$ cat src/rtl/ar_multiport_request_buffer.sv
// Multi-port AR ingress buffer: per-port FIFOs feed one registered AR output.
// Arbitration picks the highest head QoS first, with a round-robin tie-break.
module ar_multiport_request_buffer #(
   parameter int NUM_IN     = 4,
   parameter int ID_WIDTH   = 4,
   parameter int ADDR_WIDTH = 32,
   parameter int LEN_WIDTH  = 8,
   parameter int TAG_WIDTH  = 4,
   parameter int FIFO_DEPTH = 8,
   parameter int QOS_EN     = 1,
   localparam int SRC_W     = (NUM_IN > 1) ? $clog2(NUM_IN) : 1,
   localparam int CNT_W     = $clog2(FIFO_DEPTH + 1)
) (
   input  logic                         clk,
   input  logic                         rst,
   input  logic [NUM_IN-1:0]            in_valid,
   output logic [NUM_IN-1:0]            in_ready,
   input  logic [NUM_IN*ID_WIDTH-1:0]   in_id,
   input  logic [NUM_IN*ADDR_WIDTH-1:0] in_addr,
   input  logic [NUM_IN*LEN_WIDTH-1:0]  in_len,
   input  logic [NUM_IN*3-1:0]          in_size,
   input  logic [NUM_IN*2-1:0]          in_burst,
   input  logic [NUM_IN*4-1:0]          in_qos,
   input  logic [NUM_IN*TAG_WIDTH-1:0]  in_tag,
   output logic                         out_valid,
   input  logic                         out_ready,
   output logic [ID_WIDTH-1:0]          out_id,
   output logic [ADDR_WIDTH-1:0]        out_addr,
   output logic [LEN_WIDTH-1:0]         out_len,
   output logic [2:0]                   out_size,
   output logic [1:0]                   out_burst,
   output logic [3:0]                   out_qos,
   output logic [TAG_WIDTH-1:0]         out_tag,
   output logic [SRC_W-1:0]             out_src,
   output logic [NUM_IN*CNT_W-1:0]      occ
);

   localparam int PTR_W = $clog2(FIFO_DEPTH);
   localparam int EW    = ID_WIDTH + ADDR_WIDTH + LEN_WIDTH + 3 + 2 + 4 + TAG_WIDTH;

   // Entry packing: {id, addr, len, size, burst, qos, tag}; qos sits just above tag.
   logic [EW-1:0]     mem_q    [NUM_IN][FIFO_DEPTH];
   logic [PTR_W-1:0]  wr_ptr_q [NUM_IN];
   logic [PTR_W-1:0]  rd_ptr_q [NUM_IN];
   logic [CNT_W-1:0]  cnt_q    [NUM_IN];
   logic [CNT_W-1:0]  cnt_d    [NUM_IN];
   logic [EW-1:0]     in_entry [NUM_IN];
   logic [EW-1:0]     head     [NUM_IN];
   logic [3:0]        head_qos [NUM_IN];
   logic [NUM_IN-1:0] not_full;
   logic [NUM_IN-1:0] nonempty;
   logic [NUM_IN-1:0] eligible;
   logic [NUM_IN-1:0] push;
   logic [NUM_IN-1:0] pop;
   logic [3:0]        max_qos;
   logic [SRC_W-1:0]  grant;
   logic [SRC_W-1:0]  grant_hi;
   logic [SRC_W-1:0]  grant_lo;
   logic              found_hi;
   logic              found_lo;
   logic [SRC_W-1:0]  rr_ptr_q;
   logic [SRC_W-1:0]  rr_ptr_d;
   logic              any_req;
   logic              can_load;
   logic              load;
   logic              out_valid_q;
   logic [EW-1:0]     out_entry_q;
   logic [SRC_W-1:0]  out_src_q;

   always_comb begin
      for (int i = 0; i < NUM_IN; i++) begin
         in_entry[i] = {in_id[i*ID_WIDTH +: ID_WIDTH], in_addr[i*ADDR_WIDTH +: ADDR_WIDTH],
                        in_len[i*LEN_WIDTH +: LEN_WIDTH], in_size[i*3 +: 3],
                        in_burst[i*2 +: 2], in_qos[i*4 +: 4], in_tag[i*TAG_WIDTH +: TAG_WIDTH]};
         head[i]      = mem_q[i][rd_ptr_q[i]];
         head_qos[i]  = head[i][TAG_WIDTH +: 4];
         nonempty[i]  = (cnt_q[i] != '0);
         not_full[i]  = (cnt_q[i] != CNT_W'(FIFO_DEPTH));
         push[i]      = in_valid[i] & not_full[i];
         occ[i*CNT_W +: CNT_W] = cnt_q[i];
      end
   end

   assign in_ready = not_full;

   // Rotating priority: lowest eligible index at/after rr_ptr, else lowest eligible overall.
   always_comb begin
      max_qos = '0;
      for (int i = 0; i < NUM_IN; i++) begin
         if (nonempty[i] && (head_qos[i] > max_qos)) max_qos = head_qos[i];
      end
      found_hi = 1'b0;
      found_lo = 1'b0;
      grant_hi = '0;
      grant_lo = '0;
      for (int i = 0; i < NUM_IN; i++) begin
         eligible[i] = nonempty[i] && ((QOS_EN == 0) || (head_qos[i] == max_qos));
         if (!found_hi && eligible[i] && (SRC_W'(i) >= rr_ptr_q)) begin
            found_hi = 1'b1;
            grant_hi = SRC_W'(i);
         end
         if (!found_lo && eligible[i]) begin
            found_lo = 1'b1;
            grant_lo = SRC_W'(i);
         end
      end
      grant    = found_hi ? grant_hi : grant_lo;
      rr_ptr_d = (grant == SRC_W'(NUM_IN - 1)) ? '0 : grant + SRC_W'(1);
      any_req  = |nonempty;
      can_load = ~out_valid_q | out_ready;
      load     = can_load & any_req;
      for (int i = 0; i < NUM_IN; i++) begin
         pop[i]   = load && (grant == SRC_W'(i));
         cnt_d[i] = cnt_q[i] + CNT_W'(push[i]) - CNT_W'(pop[i]);
      end
   end

   always_ff @(posedge clk) begin
      if (rst) begin
         for (int i = 0; i < NUM_IN; i++) begin
            wr_ptr_q[i] <= '0;
            rd_ptr_q[i] <= '0;
            cnt_q[i]    <= '0;
         end
         rr_ptr_q    <= '0;
         out_valid_q <= 1'b0;
         out_entry_q <= '0;
         out_src_q   <= '0;
      end else begin
         for (int i = 0; i < NUM_IN; i++) begin
            if (push[i]) wr_ptr_q[i] <= wr_ptr_q[i] + PTR_W'(1);
            if (pop[i])  rd_ptr_q[i] <= rd_ptr_q[i] + PTR_W'(1);
            cnt_q[i] <= cnt_d[i];
         end
         if (load) begin
            out_valid_q <= 1'b1;
            out_entry_q <= head[grant];
            out_src_q   <= grant;
            rr_ptr_q    <= rr_ptr_d;
         end else if (out_valid_q && out_ready) begin
            out_valid_q <= 1'b0;
         end
      end
   end

   // Storage carries no reset; only pointers and counts define validity.
   always_ff @(posedge clk) begin
      for (int i = 0; i < NUM_IN; i++) begin
         if (push[i]) mem_q[i][wr_ptr_q[i]] <= in_entry[i];
      end
   end

   assign out_valid = out_valid_q;
   assign out_src   = out_src_q;
   assign {out_id, out_addr, out_len, out_size, out_burst, out_qos, out_tag} = out_entry_q;

endmodule
$ cat config.mk
export PLATFORM = sky130hd
export DESIGN_NAME = ar_multiport_request_buffer
export DESIGN_NICKNAME = d
export VERILOG_FILES = /design/src/rtl/ar_multiport_request_buffer.sv
export SDC_FILE = /design/constraint.sdc
export NUM_CORES = 2
export LEC_CHECK = 0
export CORE_MARGIN = 3
export CORE_UTILIZATION = 65
export CTS_CLUSTER_SIZE = 8
export DETAILED_ROUTE_END_ITERATION = 12
export GPL_ROUTABILITY_DRIVEN = 0
export PLACE_DENSITY_LB_ADDON = 0.2
export SETUP_SLACK_MARGIN = 0.02
export SLEW_MARGIN = 20
export SYNTH_ARGS = -nofsm -noshare
export SYNTH_HDL_FRONTEND = slang
export SYNTH_SLANG_ARGS = --single-unit
$ cat constraint.sdc
create_clock -name clk -period 26.2 [get_ports clk]
set_clock_uncertainty 0.15 [all_clocks]
set_input_delay 3.93 -clock clk [delete_from_list [all_inputs] [get_ports clk]]
set_output_delay 3.93 -clock clk [all_outputs]
set_load 0.05 [all_outputs]
Word-level counts from Yosys, hierarchy flattened
Memories as Yosys holds them, arrays and structs flattened.
Cells that the tools add are included.
Storage, ports and cells
  memories: 4
  input bits: 235
  word-level logic and storage cells: 212
  output and inout bits: 80
  register bits after elaboration: 62
  bits in writable memories: 1864
Cells by class
  mux-type cells: 87
  bitwise operators: 28
  magnitude comparators: 21
  reductions and logical operators: 40
  add/sub/neg operators: 17
  equal/unequal tests: 11
Memory list
  mem_q: words 4, width 456, read ports 4, clocked after memory_dff 0, write ports 4, line 42  | logic [EW-1:0] mem_q [NUM_IN][FIFO_DEPTH];
  cnt_q: words 4, width 4, read ports 4, clocked after memory_dff 0, write ports 4, line 45  | logic [CNT_W-1:0] cnt_q [NUM_IN];
  rd_ptr_q: words 4, width 3, read ports 4, clocked after memory_dff 0, write ports 4, line 44  | logic [PTR_W-1:0] rd_ptr_q [NUM_IN];
  wr_ptr_q: words 4, width 3, read ports 4, clocked after memory_dff 0, write ports 4, line 43  | logic [PTR_W-1:0] wr_ptr_q [NUM_IN];
Operator list (number)
  $mux W456: 4
  $mux W57: 14
  $bmux W57 S3: 4
  $demux W57 S3: 4
  $bmux W57 S2: 1
  $mux W1: 38
  $ge A4 B4 Y1 const B: 8
  $mux W4: 8
  $not A3 Y4: 8
  $logic_and A1 B1 Y1: 27
  $add A3 B1 Y3 const B: 8
  $mux W3: 8
  $add A4 B1 Y4: 4
  $eq A4 B4 Y1: 4
  $lt A4 B1 Y1 const B: 4
  $ne A4 B4 Y1 const B: 4
  $reduce_bool A4 Y1: 4
  $sub A4 B1 Y4: 4
  $or A1 B1 Y1: 13
  $gt A4 B4 Y1: 3
  $mux W2: 6
  $logic_not A1 Y1: 6
  $and A1 B1 Y1: 5
  $eq A2 B2 Y1 const B: 2
  11 further kinds: 13

Logic depth before layout (Yosys ltp)
An unclocked memory read counts as a cell.
  depth after elaboration: 40
  gate-level depth with buffers: 41
  mapped depth without buffers: 37

Worst setup path after synthesis
No wires, ideal clock.
  path kind: input -> register
  start point: input in_valid[1]
  end point: memory mem_q[1][399] in the netlist's numbering (enable)
  path buffers: 0
  data required time: 25.508 ns
  stages: 3
  data arrival time: 8.249 ns
  setup time: 0.542 ns
  path slack: 17.259 ns
  path through: nand2_1 > or2_2 > nor3_1
RTL lines
  start, declared: line 16  | input logic [NUM_IN-1:0] in_valid,
  end, declared: line 42

==> out/qor.csv <==
metric,value,unit
status,finished clean,
synth_top_area_cell,edfxtp_1,
die-width,345.9,µm
rsz0062_at_grt,no,
rows,124,
p_seq_frac,0.319,
syn_area,75090,µm²
maxSlewViolCount,0,
dp_slack,15550,ps
start_util,0.6558,
antenna_found_initial,59,
syn-instance-count,3376,
path_clk_slew,50,ps
die-area,119600,µm²
postCtsSetupRepairBufs,0,
combPwrFrac,0.410,
hold_buffers,0,
ios,315,
min-delay-path-class,reg2reg,
post-route-period-util,0.4162,
core,114500,µm²
grt_pass1_vias,38380,
yosysSeqAreaShare,0.7598,
slowest_delay,920,ps
timing.fmax,91.70,MHz
synth_top_area_frac,0.7390,
fin_tns_setup,0,ps
synth-async-reset-ratio,0,
gr-total-overflow,0,
switchingPower,4.271,mW
layout-drive-gt1-share,0.2446,
wl_per_cell,33.85,µm
insertion_delay,860,ps
drc,0,
drtIter0Drc,4931,
leakage,28.49,nW
ys_types,66,
criticalPathCategory,reg2reg,
arrival,11470,ps
timing.slew.headroom,0.2772,
fin_crit,10910,ps
slowest_stage,buf_4,
cp-start-kind,flip-flop,
tritoncts,done,
clockBufferDepth,4,
postSynthAreaPerCell,22.24,µm²
nNetsFinal,4159,
final-hold-violation-count,0,
hpwl,107.4,mm
worstPathMaxFanout,72,
seqCellArea,57050,µm²
area_growth_syn_to_layout,17.31,%
cp_common_cell,buf_4,
yosys_register_bits,1926,
p_per_area,135.5,nW/µm²
drt_first_pass_iters,6,
cts_made_buffers,290,
wirelength,187.2,mm
ys_warn_count,0,
viasPerCell,6.753,
intPower,7.663,mW
io_buffers,314,
clkPwrFrac,0.271,
worst_pin_slew,1084,ps
drv_cap,0,
yosysMostFrequentCell,edfxtp_1,
synthFlopType,edfxtp_1,
synth_enable_flop_cells,1848,
drtAntennaViolNets,0,
grt.total_usage,0.3167,
peakVddDrop,0.2344,mV
setup_viol,0,
synthTopCellsByCount,"edfxtp_1 (1848), mux4_2 (454), mux2i_1 (227), clkbuf_1 (92), mux2_2 (89)",
reg2reg_depth,30,
endpoint_kind,flip-flop,
required,26760,ps
die_h,345.9,µm
worst_slack,15290,ps
grt_max_degree,114,
synth_fp_nets,3661,
cts_max_level,5,
grt_pass1_wl,270.5,mm
multi_input_area,17370,µm²
clock-sinks,1926,
cts_resized,0,
p_sw_frac,0.3579,
hold-path-cell-count,2,
vias,37350,
n_fill_cell,5796,
yosys-top-cells-area,"edfxtp_1 (74%), mux4_2 (14%), mux2i_1 (3.0%), dfxtp_1 (2.1%), mux2_2 (1.3%)",
root_buffer,clkbuf_16,
## power groups by stage
stage               sequential, mW  clock, mW  combinational, mW
floorplan                     3.96          0               3.26
global placement              3.83          0               4.59
detailed placement            3.85          0               4.79
CTS                           3.81       3.27               4.85
global route                  3.82       3.39               5.15
finish                        3.81       3.23               4.89
## cell usage in the layout (no fill, tap or decap), drive strengths merged, types with 3 or more instances in the layout
cell | netlist | layout
mux4 | 454 | 454
a211oi | 5 | 5
inv | 40 | 42
ha | 46 | 46
nand2b | 19 | 19
nand2 | 40 | 40
mux2i | 227 | 227
dfxtp | 78 | 78
a21oi | 15 | 15
xnor2 | 27 | 27
o41ai | 4 | 4
mux2 | 115 | 115
and2 | 3 | 3
fa | 4 | 4
clkbuf | 92 | 388
nor4 | 3 | 3
nand3b | 4 | 4
buf | 79 | 64
edfxtp | 1848 | 1848
diode | 0 | 40
o21bai | 54 | 54
nor2b | 11 | 11
o2111ai | 4 | 4
or2 | 6 | 6
a221oi | 53 | 53
nand3 | 5 | 5
clkinv | 1 | 7
nor3 | 23 | 23
o21ai | 5 | 5
and3 | 3 | 3
o211ai | 7 | 7
clkdlybuf4s50 | 0 | 313
xor2 | 6 | 6
a31oi | 4 | 4
nor3b | 9 | 9
nor2 | 53 | 53
a21o | 7 | 7
## worst max-delay path: cells and delay by family (launching register included)
family	cells	cell delay, ps
buffers and inverters	5	2900
AOI/OAI and AO/OA	9	2670
and+or+nand+nor	9	2060
muxes	3	1350
adders and majority gates	3	980
DFF	1	320
xor gates and xnor gates	1	170
## per-stage QoR
stage	hold WS, ps	util	power, mW	std cells	cell area, µm²
4_1_cts	318.5	0.7684	11.93	5490	87980
5_1_grt	334.9	0.7689	12.37	5512	88040
3_5_place_dp	311.7	0.6999	8.647	5094	80140
6_report	311.2	0.7693	11.93	5530	88080
2_1_floorplan	361.7	-	7.224	3376	75090
3_3_place_gp	318.8	0.6999	8.428	5094	80140
## sequential cells by signal, indices dropped and copies added, names as in the netlist
register	count
rd_ptr_q	12
mem_q	1824
out_src	2
out_valid	1
wr_ptr_q	12
out_entry_q	57
cnt_q	16
rr_ptr_q	2
## final cells by class
type / count / share of cell area
Antenna cell: 40 / 0.001136
Clock buffer: 388 / 0.08777
Clock inverter: 8 / 0.001307
Inverter: 41 / 0.001818
Multi-Input combinational cell: 1238 / 0.1972
Sequential cell: 1926 / 0.6477
Tap cell: 1512 / 0.02148
Timing Repair Buffer: 377 / 0.04159
## logic make-up (layout without fill, tap and decap cells)
| group | after synthesis | after routing | share of synthesized area |
|---|---|---|---|
| AND/OR/NAND/NOR | 185 | 185 | 0.01296 |
| buffers and inverters | 212 | 814 | 0.01200 |
| flip-flops | 1926 | 1926 | 0.7598 |
| XOR/XNOR | 33 | 33 | 0.003849 |
| multiplexers | 796 | 796 | 0.1838 |
| AO/OA/AOI/OAI | 174 | 174 | 0.01885 |
| adder cells (fa/ha/maj) | 50 | 50 | 0.008731 |
| other | 0 | 40 | 0 |
## final timing paths
path / from / to / slack (ps)
worst max-delay path: rd_ptr_q[1][1] / out_entry_q[31] / 15290
worst min-delay path: out_src[0] / out_src[0] / 310
worst max register to register: rd_ptr_q[1][1] / out_entry_q[31] / 15290
worst min register to register: out_src[0] / out_src[0] / 310
## metal layers
metal	global-route usage	routed length (µm)
met1	0.4367	68850
met2	0.4933	91790
met3	0.08896	20120
met4	0.1198	6222
met5	0	222
Note: power is estimated with default switching activity, not from simulation.
